--- src/rtl/uart_tx_arbiter_if.sv ---
// Purpose : handshake bundle between byte producers, the UART TX arbiter and the transmitter.
// Latency : none (wires only).
// Backpressure: req_ready pulses one-hot per accepted byte; tx_busy from the transmitter holds off grants.
//
// Signals:
//   req_valid [NUM_REQ]       per-requester byte-pending flags
//   req_data  [NUM_REQ*SIZE]  requester i byte at [i*SIZE +: SIZE]
//   req_ready [NUM_REQ]       one-hot, one-cycle accept pulse
//   tx_busy                   transmitter busy flag
//   tx_en                     one-cycle transmit start pulse
//   tx_data   [SIZE]          byte presented to the transmitter
//   grant_id                  index of the last granted requester
//   active                    arbiter not idle
//   wdog_err                  watchdog expiry pulse
// Modports: master = producers/transmitter side, slave = arbiter.
interface uart_tx_arbiter_if #(
    parameter int SIZE    = 8,
    parameter int NUM_REQ = 4
);
    localparam int GID_W = (NUM_REQ > 1) ? $clog2(NUM_REQ) : 1;

    logic [NUM_REQ-1:0]      req_valid;
    logic [NUM_REQ*SIZE-1:0] req_data;
    logic [NUM_REQ-1:0]      req_ready;
    logic                    tx_busy;
    logic                    tx_en;
    logic [SIZE-1:0]         tx_data;
    logic [GID_W-1:0]        grant_id;
    logic                    active;
    logic                    wdog_err;

    modport master (
        output req_valid, req_data, tx_busy,
        input  req_ready, tx_en, tx_data, grant_id, active, wdog_err
    );

    modport slave (
        input  req_valid, req_data, tx_busy,
        output req_ready, tx_en, tx_data, grant_id, active, wdog_err
    );
endinterface

--- src/rtl/uart_tx_arbiter.sv ---
// Purpose : round-robin arbiter sharing one UART transmitter among NUM_REQ byte producers.
// Latency : req_valid sampled at edge k -> req_ready in cycle k+1, tx_en in cycle k+2.
// Backpressure: no grant while tx_busy=1 or while a character is in flight (busy must rise and fall).
//
// Ports: clk, rst (async, active-high), bus (uart_tx_arbiter_if.slave).
// Parameters: SIZE (char width), NUM_REQ (2..16), BUSY_TIMEOUT (watchdog cycles).
// Optional macro UART_ARB_WDOG_EN: watchdog on tx_busy never rising after tx_en;
// on expiry wdog_err pulses, the byte is dropped and the FSM returns to IDLE.
module uart_tx_arbiter #(
    parameter int SIZE         = 8,
    parameter int NUM_REQ      = 4,
    parameter int BUSY_TIMEOUT = 16
) (
    input  logic               clk,
    input  logic               rst,
    uart_tx_arbiter_if.slave   bus
);
    localparam int GID_W = (NUM_REQ > 1) ? $clog2(NUM_REQ) : 1;

    typedef enum logic [1:0] {IDLE, LAUNCH, WAIT_BUSY, WAIT_DONE} state_t;

    state_t             state;
    logic [GID_W-1:0]   ptr;
    logic [NUM_REQ-1:0] req_ready_q;
    logic               tx_en_q;
    logic [SIZE-1:0]    tx_data_q;
    logic [GID_W-1:0]   grant_q;
    logic               active_q;
    logic               wdog_q;

`ifdef UART_ARB_WDOG_EN
    localparam int WD_W = $clog2(BUSY_TIMEOUT + 1);
    logic [WD_W-1:0] wdog_cnt;
`endif

    // Per-requester byte view of the flat data bus.
    logic [SIZE-1:0] req_word [NUM_REQ];
    for (genvar g = 0; g < NUM_REQ; g++) begin : g_word
        assign req_word[g] = bus.req_data[g*SIZE +: SIZE];
    end

    // Round-robin pick: first valid requester at or after ptr+1, wrapping.
    // The last candidate examined is ptr itself, so a lone requester that
    // just won can win again.
    logic [GID_W-1:0] pick;
    logic [GID_W-1:0] cand;
    logic             found;
    always_comb begin
        pick  = ptr;
        cand  = '0;
        found = 1'b0;
        for (int off = 1; off <= NUM_REQ; off++) begin
            cand = GID_W'((int'(ptr) + off) % NUM_REQ);
            if (!found && bus.req_valid[cand]) begin
                found = 1'b1;
                pick  = cand;
            end
        end
    end

    always_ff @(posedge clk or posedge rst) begin
        if (rst) begin
            state       <= IDLE;
            ptr         <= GID_W'(NUM_REQ - 1);
            req_ready_q <= '0;
            tx_en_q     <= 1'b0;
            tx_data_q   <= '0;
            grant_q     <= '0;
            active_q    <= 1'b0;
            wdog_q      <= 1'b0;
`ifdef UART_ARB_WDOG_EN
            wdog_cnt    <= '0;
`endif
        end else begin
            req_ready_q <= '0;
            tx_en_q     <= 1'b0;
            wdog_q      <= 1'b0;
            case (state)
                IDLE: begin
                    if (!bus.tx_busy && found) begin
                        req_ready_q <= {{(NUM_REQ-1){1'b0}}, 1'b1} << pick;
                        tx_data_q   <= req_word[pick];
                        grant_q     <= pick;
                        ptr         <= pick;
                        state       <= LAUNCH;
                        active_q    <= 1'b1;
                    end
                end
                LAUNCH: begin
                    tx_en_q <= 1'b1;
                    state   <= WAIT_BUSY;
`ifdef UART_ARB_WDOG_EN
                    wdog_cnt <= '0;
`endif
                end
                WAIT_BUSY: begin
                    // A busy flag already high (fast or stale) is accepted as the rise.
                    if (bus.tx_busy) begin
                        state <= WAIT_DONE;
                    end
`ifdef UART_ARB_WDOG_EN
                    else if (wdog_cnt == WD_W'(BUSY_TIMEOUT - 1)) begin
                        // Byte is dropped; ptr keeps the granted index.
                        wdog_q   <= 1'b1;
                        state    <= IDLE;
                        active_q <= 1'b0;
                    end else begin
                        wdog_cnt <= wdog_cnt + 1'b1;
                    end
`endif
                end
                WAIT_DONE: begin
                    if (!bus.tx_busy) begin
                        state    <= IDLE;
                        active_q <= 1'b0;
                    end
                end
                default: begin
                    state    <= IDLE;
                    active_q <= 1'b0;
                end
            endcase
        end
    end

    assign bus.req_ready = req_ready_q;
    assign bus.tx_en     = tx_en_q;
    assign bus.tx_data   = tx_data_q;
    assign bus.grant_id  = grant_q;
    assign bus.active    = active_q;
    assign bus.wdog_err  = wdog_q;
endmodule

--- src/flat_wrapper.sv ---
// flat-port wrapper written by rule: the top's interface ports become plain ports
module uart_tx_arbiter_flat 
#(
    parameter int SIZE         = 8,
    parameter int NUM_REQ      = 4,
    parameter int BUSY_TIMEOUT = 16
)
  (clk, rst, bus_req_valid, bus_req_data, bus_tx_busy, bus_req_ready, bus_tx_en, bus_tx_data, bus_grant_id, bus_active, bus_wdog_err);
  uart_tx_arbiter_if #(.SIZE(SIZE), .NUM_REQ(NUM_REQ)) bus_i ();
  input  logic clk;
  input  logic rst;
  input wire logic [$bits(bus_i.req_valid)-1:0] bus_req_valid;
  input wire logic [$bits(bus_i.req_data)-1:0] bus_req_data;
  input wire logic [$bits(bus_i.tx_busy)-1:0] bus_tx_busy;
  output wire logic [$bits(bus_i.req_ready)-1:0] bus_req_ready;
  output wire logic [$bits(bus_i.tx_en)-1:0] bus_tx_en;
  output wire logic [$bits(bus_i.tx_data)-1:0] bus_tx_data;
  output wire logic [$bits(bus_i.grant_id)-1:0] bus_grant_id;
  output wire logic [$bits(bus_i.active)-1:0] bus_active;
  output wire logic [$bits(bus_i.wdog_err)-1:0] bus_wdog_err;
  assign bus_i.req_valid = bus_req_valid;
  assign bus_i.req_data = bus_req_data;
  assign bus_i.tx_busy = bus_tx_busy;
  assign bus_req_ready = bus_i.req_ready;
  assign bus_tx_en = bus_i.tx_en;
  assign bus_tx_data = bus_i.tx_data;
  assign bus_grant_id = bus_i.grant_id;
  assign bus_active = bus_i.active;
  assign bus_wdog_err = bus_i.wdog_err;
  uart_tx_arbiter #(.SIZE(SIZE), .NUM_REQ(NUM_REQ), .BUSY_TIMEOUT(BUSY_TIMEOUT)) u_core (.clk(clk), .rst(rst), .bus(bus_i));
endmodule
--- config.mk ---
export PLATFORM = sky130hd
export DESIGN_NAME = uart_tx_arbiter_flat
export DESIGN_NICKNAME = d
export VERILOG_FILES = /design/src/rtl/uart_tx_arbiter_if.sv /design/src/rtl/uart_tx_arbiter.sv /design/src/flat_wrapper.sv
export SDC_FILE = /design/constraint.sdc
export NUM_CORES = 1
export LEC_CHECK = 0
export ABC_AREA = 0
export CAP_MARGIN = 25
export CORE_MARGIN = 2
export CORE_UTILIZATION = 43
export DETAILED_ROUTE_END_ITERATION = 6
export GPL_TIMING_DRIVEN = 1
export HOLD_SLACK_MARGIN = 0.1
export PLACE_DENSITY = 0.85
export SKIP_LAST_GASP = 1
export SLEW_MARGIN = 30
export SYNTH_ARGS = -nofsm -noshare
export SYNTH_HDL_FRONTEND = slang
export SYNTH_SLANG_ARGS = --single-unit
--- constraint.sdc ---
create_clock -name clk -period 4.48 [get_ports clk]
set_input_delay 0.896 -clock clk [delete_from_list [all_inputs] [get_ports clk]]
set_output_delay 0.896 -clock clk [all_outputs]
set_load 0.01 [all_outputs]
==> impl_results.rst <==
.. list-table::
   :header-rows: 1

   * - Metric
     - Value
   * - Total CTS buffers
     - 3
   * - Post-synthesis sequential area ratio
     - 44.3%
   * - Via-to-Cell Ratio
     - between 5 and 6
   * - Maximum clock frequency
     - approximately 0.34 GHz
   * - Die outline area
     - 3070 um2
   * - DR vias
     - 1036
   * - Die X
     - 55.4 um
   * - Status
     - complete, no violations
   * - Wire length of the first global-routing pass
     - 5.05 mm
   * - Sw Share
     - between 30% and 40%
   * - Global router's overall resource usage
     - 20.1%
   * - LEAKAGE
     - approximately 0.00072 uW
   * - Portion of total power attributed to combinational logic
     - a little over half
   * - DP Wirelength
     - roughly 2.4 mm
   * - Avg Cell Area, Syn
     - between 10 and 15 um2
   * - Slowest library cell on the worst path
     - nor3b_4
   * - Seq pwr share
     - between 30% and 40%
   * - Fraction of layout instances using a drive strength above 1
     - 7.01%
   * - Max-slew violation total from the final report
     - 0
   * - Setup TNS Final
     - 0 ns
   * - Number of hold violations in the final report
     - 0
   * - Die H
     - approximately 55 um
   * - Post-cts repair resize count
     - 0
   * - Internal power summed over all cells
     - 600 uW
   * - Setup Viol. Count Final
     - 0
   * - Crit. End Element
     - flip-flop
   * - Detailed-routing iteration count for the pre-antenna-repair pass
     - 4
   * - Boundary Pins
     - 56
   * - Clock tree skew after final layout
     - roughly 0.0046 ns
   * - VDD IR max
     - approximately 370 uV
   * - Data arrival time of the worst path
     - a little over 3 ns
   * - Synthesized instance count
     - ~100
   * - Area growth, synth to finish
     - 51.2%
   * - Maximum number of pins on one net before global-route repair
     - 24
   * - Areal power density over the cells
     - approximately 560 nW/um2
   * - Critical Path Source Type
     - input port
   * - Final critical-path required period
     - approximately 3 ns
   * - Quantity of hold-fixing buffers added after cts
     - 0
   * - ANT cells
     - 0
   * - Ordered list of cells on the worst path
     - clkdlybuf4s50_1, nor4_2, nor3b_4, o211ai_1, o22ai_1, a31oi_1
   * - Root Driver
     - clkbuf_4
   * - RSZ-0062 raised after global routing
     - false
   * - Total number of yosys warnings
     - 0
   * - Number of global-route vias before repair
     - approximately 1100
   * - Post-layout instance count excluding filler cells
     - approximately 190
   * - Area of the core region
     - around 2500 um2
   * - Final routed wire length divided by cell count
     - 15.8 um
   * - Antenna-violating nets left
     - 0
   * - Worst Path Required
     - 4.62 ns
   * - Clock tree from TritonCTS
     - built
   * - Summed instance area of the synthesized netlist
     - about 1100 um2
   * - Htree depth
     - 1
   * - Clock network fraction of total power
     - between 10% and 20%
   * - Largest stage delay on the critical path
     - between 0.6 and 0.7 ns
   * - Number of placed instances with taps included
     - about 180
   * - Number of DRC violations after detailed routing
     - 0
   * - Net Sw Power
     - 357 uW
   * - FP Rows
     - 18
   * - Yosys cell types
     - 34
   * - Port bufs
     - 54
   * - Routed wire length
     - approximately 3.0 mm
   * - Routability congestion estimate from global placement
     - approximately 0.81
   * - Worst max-slew margin expressed relative to the limit
     - 47.7%
   * - Clk buf depth
     - 2
   * - Layout fillers
     - 204
   * - Kind of path behind the tightest hold check
     - flip-flop to flip-flop
   * - Number of clock sinks
     - 20
   * - Clk pin slew, worst setup/hold paths
     - 0.12 ns
   * - Effective utilization at floorplan
     - 45.4%
   * - Number of flip-flops and latches in the synthesized netlist
     - 20
   * - Count of buffers added by post-CTS timing repair for setup
     - 0
   * - Antenna violations before repair
     - 0
   * - Class of the most critical setup path
     - input port to flip-flop
   * - # nets final
     - ~200
   * - Synth Net Count
     - approximately 150
   * - Largest fanout of any net on the critical path
     - 23
   * - Transition time at the pin with the least slew margin
     - 0.783 ns
   * - Period utilisation layout
     - around two thirds
   * - Remaining global-route overflow
     - 0
   * - Source-to-sink clock delay at the later pin of the worst-skew pair
     - about 0.30 ns
   * - Maximum capacitance violations
     - 0
   * - First-iteration detailed-routing DRC count
     - 23
==> cell usage after synthesis, drive strengths merged <==
cell type	number	area (um2)
nor2	6	22.5
a211oi	1	7.51
o21ai	2	10.0
a21oi	1	5.00
nand2b	2	12.5
clkbuf	2	7.51
nand2	4	15.0
a22o	1	8.76
ha	5	62.6
a22oi	1	7.51
dfstp	2	52.6
nor2b	1	6.26
nor4	1	12.5
o22ai	8	50.1
mux2	9	101
mux2i	10	100
o32a	1	10.0
o31ai	1	7.51
a222oi	1	10.0
o211ai	1	7.51
dfrtp	18	450
a21o	1	7.51
o21a	3	22.5
buf	4	43.8
nor3	1	5.00
inv	6	22.5
nor3b	1	7.51
conb	1	3.75
a31oi	9	56.3
==> metal layers <==
layer	up-vias	GRT usage, %	routed length (um)
met5	-	0	0
met4	0	5.92	50
met3	6	3.04	119
met2	33	36.4	1600
met1	504	24.5	1180
li1	493	-	-
==> registers in the layout (all words and copies together) (netlist names) <==
signal,cells
u_core.bus.tx_data,8
u_core.bus.req_ready,4
u_core.bus.grant_id,2
u_core.ptr,2
u_core.state,2
u_core.bus.active,1
u_core.bus.tx_en,1
==> cell families (layout without fill, tap and decap cells) <==
logic type	count (synthesis)	after routing	share of synthesized area, %
adder cells (fa/ha/maj)	5	5	5.51
buffers and inverters	12	65	6.50
AO/OA/AOI/OAI	31	31	18.5
multiplexers	19	19	17.7
other	1	1	0.330
AND/OR/NAND/NOR	16	16	7.16
flip-flops	20	20	44.3
==> worst max-delay path, delay by kind of cell <==
kind                   cells  cell delay [ns]
AND/OR/NAND/NOR            2             0.79
AO/OA/AOI/OAI              3             0.82
buffers and inverters      1             0.56
==> power groups by stage <==
stage          Sequential (uW)  Combinational [uW]  Clock, uW
2_1_floorplan              343                 303          0
3_3_place_gp               320                 501          0
3_5_place_dp               329                 528          0
4_1_cts                    325                 529        107
5_1_grt                    334                 575        114
6_report                   327                 525        105
==> metrics by stage <==
| step | worst slack (ns) | util, % | cell area, um2 | power [uW] | hold WS [ns] |
|---|---|---|---|---|---|
| finish | 1.55 | 68.7 | 1720 | 956 | 0.513 |
| global route | 1.24 | 68.7 | 1720 | 1020 | 0.553 |
| CTS | 1.56 | 68.7 | 1720 | 962 | 0.516 |
| detailed placement | 1.24 | 67.3 | 1680 | 857 | 0.485 |
| global placement | 0.961 | 67.0 | 1680 | 820 | 0.482 |
| floorplan | 2.31 | - | 1140 | 646 | 0.528 |
==> final timing paths <==
| kind | startpoint | end | slack, ns | cells after the start |
|---|---|---|---|---|
| max | bus_req_valid[3] | u_core.bus.tx_data[5] | 1.55 | 6 |
| min | u_core.bus.grant_id[1] | u_core.bus.grant_id[1] | 0.51 | 1 |
| max reg2reg | u_core.state[1] | u_core.bus.tx_data[5] | 1.98 | 6 |
| min reg2reg | u_core.bus.grant_id[1] | u_core.bus.grant_id[1] | 0.51 | 1 |
| max in group asynchronous | rst | u_core.bus.active | 2.99 | 2 |
| min in group asynchronous | rst | u_core.bus.grant_id[1] | 1.02 | 2 |
==> layout make-up <==
class	count	area, um2	area share [%]
Tap cell	30	37.5	2.18
Timing Repair Buffer	55	548	31.9
Multi-Input combinational cell	72	571	33.2
Sequential cell	20	503	29.3
Inverter	6	22.5	1.31
Clock buffer	4	36.3	2.11
==> cells in the final DEF (no fill, tap or decap), types with 2 or more instances in the layout <==
master	count
dfstp_2	2
mux2_1	7
inv_1	6
dfrtp_1	18
clkbuf_4	3
o22ai_1	8
mux2i_1	10
o21a_1	3
ha_1	5
a31oi_1	9
clkdlybuf4s50_1	54
nand2b_1	2
mux2_2	2
nor2_1	6
nand2_1	4
Power figures use the tool's default switching activity.
